--- src/rtl/ebike_pkg.sv ---
// Shared constants and helpers for the e-bike drive datapath.
// Used by cadence_meas and period_avg4.
package ebike_pkg;

    localparam int unsigned CAD_W = 5;
    localparam int unsigned PER_W = 8;

    localparam logic [PER_W-1:0] CAD_SAT        = 8'hFF;
    localparam logic [PER_W-1:0] NOT_PED_THRESH = 8'hF8;

    // Longer average period -> smaller code; top 5 bits inverted.
    function automatic logic [CAD_W-1:0] cad_code(input logic [PER_W-1:0] avg);
        cad_code = 5'd31 - avg[PER_W-1:PER_W-CAD_W];
    endfunction

endpackage

--- src/rtl/period_avg4.sv ---
// Four-deep period sample buffer with a truncating average.
// Ports: clk, rst_n, push (shift din in at [0]), din[7:0], avg[7:0].
module period_avg4
    import ebike_pkg::*;
(
    input  logic             clk,
    input  logic             rst_n,
    input  logic             push,
    input  logic [PER_W-1:0] din,
    output logic [PER_W-1:0] avg
);

    logic [PER_W-1:0] samples [4];
    logic [PER_W+1:0] sum;

    always_ff @(posedge clk or negedge rst_n) begin
        if (!rst_n) begin
            for (int i = 0; i < 4; i++) samples[i] <= CAD_SAT;
        end else if (push) begin
            samples[0] <= din;
            for (int i = 1; i < 4; i++) samples[i] <= samples[i-1];
        end
    end

    always_comb begin
        sum = (10'(samples[0]) + 10'(samples[1]))
            + (10'(samples[2]) + 10'(samples[3]));
    end

    assign avg = sum[PER_W+1:2];

endmodule

--- src/rtl/cadence_meas.sv ---
// Crank cadence measurement: times rise-to-rise intervals in prescaled ticks.
// Ports: clk, rst_n, cadence_filt in; cadence[4:0], not_pedaling out.
module cadence_meas
    import ebike_pkg::*;
#(
    parameter int unsigned PRESCALE_W = 16
) (
    input  logic             clk,
    input  logic             rst_n,
    input  logic             cadence_filt,
    output logic [CAD_W-1:0] cadence,
    output logic             not_pedaling
);

    logic                  prev;
    logic                  rise;
    logic [PRESCALE_W-1:0] presc;
    logic                  tick;
    logic [PER_W-1:0]      cnt;
    logic [PER_W-1:0]      avg;
    logic                  stopped;

    assign rise = cadence_filt & ~prev;
    assign tick = &presc;

    always_ff @(posedge clk or negedge rst_n) begin
        if (!rst_n) begin
            prev <= 1'b0;
        end else begin
            prev <= cadence_filt;
        end
    end

    always_ff @(posedge clk or negedge rst_n) begin
        if (!rst_n) begin
            presc <= '0;
        end else if (rise) begin
            presc <= '0;
        end else begin
            presc <= presc + PRESCALE_W'(1);
        end
    end

    // Edge beats a coincident tick, so exact multiples read one low.
    always_ff @(posedge clk or negedge rst_n) begin
        if (!rst_n) begin
            cnt <= '0;
        end else if (rise) begin
            cnt <= '0;
        end else if (tick && cnt != CAD_SAT) begin
            cnt <= cnt + 8'd1;
        end
    end

    period_avg4 u_avg (
        .clk   (clk),
        .rst_n (rst_n),
        .push  (rise),
        .din   (cnt),
        .avg   (avg)
    );

    assign stopped = (cnt == CAD_SAT) | (avg >= NOT_PED_THRESH);

    always_ff @(posedge clk or negedge rst_n) begin
        if (!rst_n) begin
            cadence      <= '0;
            not_pedaling <= 1'b1;
        end else begin
            not_pedaling <= stopped;
            cadence      <= stopped ? '0 : cad_code(avg);
        end
    end

endmodule

--- config.mk ---
export PLATFORM = sky130hd
export DESIGN_NAME = cadence_meas
export DESIGN_NICKNAME = d
export VERILOG_FILES = /design/src/rtl/ebike_pkg.sv /design/src/rtl/period_avg4.sv /design/src/rtl/cadence_meas.sv
export SDC_FILE = /design/constraint.sdc
export NUM_CORES = 1
export LEC_CHECK = 0
export BUFFER_PORTS_ARGS = -buffer_cell sky130_fd_sc_hd__clkbuf_2
export CAP_MARGIN = 20
export CORE_MARGIN = 2
export CORE_UTILIZATION = 40
export CTS_BUF_LIST = sky130_fd_sc_hd__clkbuf_16
export DETAILED_ROUTE_END_ITERATION = 8
export GPL_TIMING_DRIVEN = 0
export PLACE_DENSITY = 0.58
export SETUP_SLACK_MARGIN = 0.5
export SYNTH_ARGS = -nofsm -noshare
export SYNTH_HDL_FRONTEND = slang
export SYNTH_HIERARCHICAL = 1
export SYNTH_SLANG_ARGS = --single-unit
--- constraint.sdc ---
create_clock -name clk -period 3.8 [get_ports clk]
set_input_delay 1.14 -clock clk [delete_from_list [all_inputs] [get_ports clk]]
set_output_delay 1.14 -clock clk [all_outputs]
set_load 0.005 [all_outputs]
==> out/results.txt <==
The run finished with clean final reports. The first global-routing pass estimated 11.0 mm of wire. The logic gate share of total power came out at 4.3%. Static timing analysis puts the maximum clock frequency at 0.316 GHz. The count of synthesis-stage warnings from yosys was 6; the largest net degree at the start of global routing was 64. The critical path is of the register to register type. The tools report the number of clock buffers inserted by TritonCTS as 9. The cell sitting at the root of the clock tree is a sky130_fd_sc_hd__clkbuf_16. The total via count in the routed design was 2,342; the number of placement rows was 34. Of the total power, the share spent switching nets is 22.2%. Setup repair after global routing left no endpoint under its margin.

The number of max-slew violations in the final report was 0. The tools report the leakage power as 0.00181 uW. Area growth from synthesis to layout: 13.5%. Across the whole layout, storage elements account for 1620 sq um.

In this run the worst path has a maximum fanout of 3. The width of the chip was 98.1 um. The deepest clock path buffer count was 2; the actual transition at the worst max-transition pin was 0.848 ns. At the later pin of the worst-skew pair, clock insertion delay measures 0.32 ns. In the final design database the tool counted 368 nets. End-of-flow core utilization: 46.5%. The final critical-path share of the clock period is 83.3%, and the count of routing violations after the opening detailed-route iteration is 70.

The mapped netlist covers 3540 sq um. Counting the fill cells in the layout gives 807. STA classifies the critical path endpoint as a register. The total of max-cap violations is 0, and the final routed wire length divided by cell count is 13.8 um. Measured along the y axis, the die boundary spans 98.1 um.

The logs give 3 for the depth of the CTS H-tree and 2,312 for the via count of the first global-routing pass. The final-report hold violation count was 0; the number of clock sinks was 63. The clock network power share was 47.3%; the clock transition at the registers of the reported paths was 0.05 ns. Share of layout cells above drive strength 1: 33.0%. For this design the top-level I/O count stands at 9. The placed wire-length estimate after detailed placement was 4.36 mm. VDD sags by at most 331 uV. For the arrival time at the worst endpoint, the log shows 3.42 ns. Sequential cells burn 48.4% of the power.

The vias per cell was 5.20. The run gives 1140 uW as the internal power contribution. During placement, the flow inserted port buffers numbering 8.

At the end of routability-driven placement, the weighted congestion stood at 0.767. The net load switching power was 325 uW; the power per unit of standard cell area was 364 nW/um^2. The run gives 4 as the first-pass iteration count of the detailed router. The die covers 9620 sq um. The total global-route track usage is 14.3%, and the synthesized area per cell is 11.2 sq um.

The clock period minus worst slack works out to 3.17 ns. After routing, the total negative slack on setup checks comes to 0 ns. The startpoint type of the worst setup path was a register. The run gives 1850 sq um as the area of the multi-input gates.

For the antenna cell count, the log shows 0. The run gives 0.00750 ns as the post-route clock skew. The number of failing setup endpoints in the final timing report was 0.

When the netlist entered floorplanning its net count stood at 347. The count of mapped cells out of synthesis was 316; the initial antenna violation count was 0. For the required time of the critical path, the log shows 4.06 ns. After detailed routing, the number of remaining DRC violations is 0. The region available for standard cell placement spans 8640 sq um.

The tools report the number of routed nets with antenna violations as 0. Headroom to the max-slew limit came out at 43.5%. Summed over all layers, the routed wires come to 6.20 mm. The worst hold path class was register to register. For this configuration, the core starts out at a cell density of 41.0%. TritonCTS built the clock tree. The overall overflow remaining after global route was 0.
area by class of cell:
type / count / area share, %
Buffer: 9 / 1.40
Tap cell: 108 / 3.36
Sequential cell: 63 / 40.3
Clock buffer: 9 / 5.60
Timing Repair Buffer: 10 / 1.43
Multi-Input combinational cell: 232 / 46.1
Inverter: 12 / 1.12
Clock inverter: 7 / 0.685
power by group through the flow:
stage	Clock, uW	Sequential, uW	Combinational, uW
2_1_floorplan	0	714	41.8
3_3_place_gp	0	717	65.0
3_5_place_dp	0	719	66.2
4_1_cts	723	709	66.3
5_1_grt	755	712	73.4
6_report	692	709	63.5
placed cells by master, fill, tap and decap left out, drive strengths merged, types with 3 or more instances in the layout:
| cell | n |
|---|---|
| o21ai | 8 |
| nand2 | 15 |
| nand4 | 9 |
| nand3 | 11 |
| or4 | 5 |
| xor2 | 10 |
| clkbuf | 20 |
| ha | 26 |
| a31oi | 3 |
| o21bai | 3 |
| a21oi | 19 |
| and4 | 3 |
| o31ai | 6 |
| and2 | 3 |
| a21o | 3 |
| inv | 16 |
| or3 | 4 |
| nor2 | 27 |
| clkinv | 3 |
| nor3 | 9 |
| mux2 | 30 |
| buf | 8 |
| dfstp | 33 |
| xnor2 | 16 |
| and3 | 4 |
| dfrtp | 30 |
critical path, stage by stage (launching register included):
cell,delay (ns)
sky130_fd_sc_hd__dfstp_2,0.37
sky130_fd_sc_hd__ha_1,0.22
sky130_fd_sc_hd__fa_1,0.41
sky130_fd_sc_hd__a21o_1,0.20
sky130_fd_sc_hd__a21oi_2,0.18
sky130_fd_sc_hd__buf_4,0.14
sky130_fd_sc_hd__xnor2_1,0.06
sky130_fd_sc_hd__ha_1,0.28
sky130_fd_sc_hd__inv_1,0.06
sky130_fd_sc_hd__a2111oi_4,0.30
sky130_fd_sc_hd__nand3_2,0.12
sky130_fd_sc_hd__o21a_2,0.24
sky130_fd_sc_hd__xnor2_2,0.13
sky130_fd_sc_hd__and3_1,0.15
sky130_fd_sc_hd__a31o_2,0.24
repair_timing:
item | 4_1_cts | 5_1_grt
endpoints found under the setup margin | 1 | 2
resized for setup | 1 | 9
pin swaps | 0 | 5
setup buffers | 0 | 2
hold buffers | 0 | 0
hold endpoints to repair | 0 | 0
metrics by stage:
step / hold slack, ns / instance area [sq um] / power, uW / std cells / worst slack (ns)
final: 0.494 / 4020 / 1460 / 450 / 0.634
after global routing: 0.508 / 4020 / 1540 / 450 / 0.470
after CTS: 0.493 / 3980 / 1500 / 448 / 0.514
after detailed placement: 0.485 / 3720 / 785 / 432 / 0.491
after global placement: 0.475 / 3720 / 782 / 432 / 0.525
after floorplan: 0.455 / 3540 / 756 / 316 / 0.769
metal layers:
metal | vias to the layer above | track usage (%) | part of all wire, %
met5 | - | 0 | 0
met4 | 0 | 5.24 | 1.6
met3 | 9 | 4.29 | 2.9
met2 | 24 | 23.0 | 49
met1 | 1129 | 18.2 | 46
li1 | 1180 | - | -
sequential cells by signal, indices dropped and copies added, names as in the netlist:
register / flops
u_avg/samples: 32
prev: 1
presc: 16
cnt: 8
not_pedaling: 1
cadence: 5
path summary, 6_finish.rpt:
kind                              startpoint            to  slack, ns  depth (start not counted)
min in group asynchronous              rst_n    cadence[0]       0.95                          1
max reg2reg                u_avg/samples[16]  not_pedaling       0.63                         14
max                        u_avg/samples[16]  not_pedaling       0.63                         14
min                                 presc[0]      presc[0]       0.49                          1
max in group asynchronous              rst_n      presc[3]       2.30                          1
min reg2reg                         presc[0]      presc[0]       0.49                          1
No activity file was read; power rests on OpenSTA's default activity.
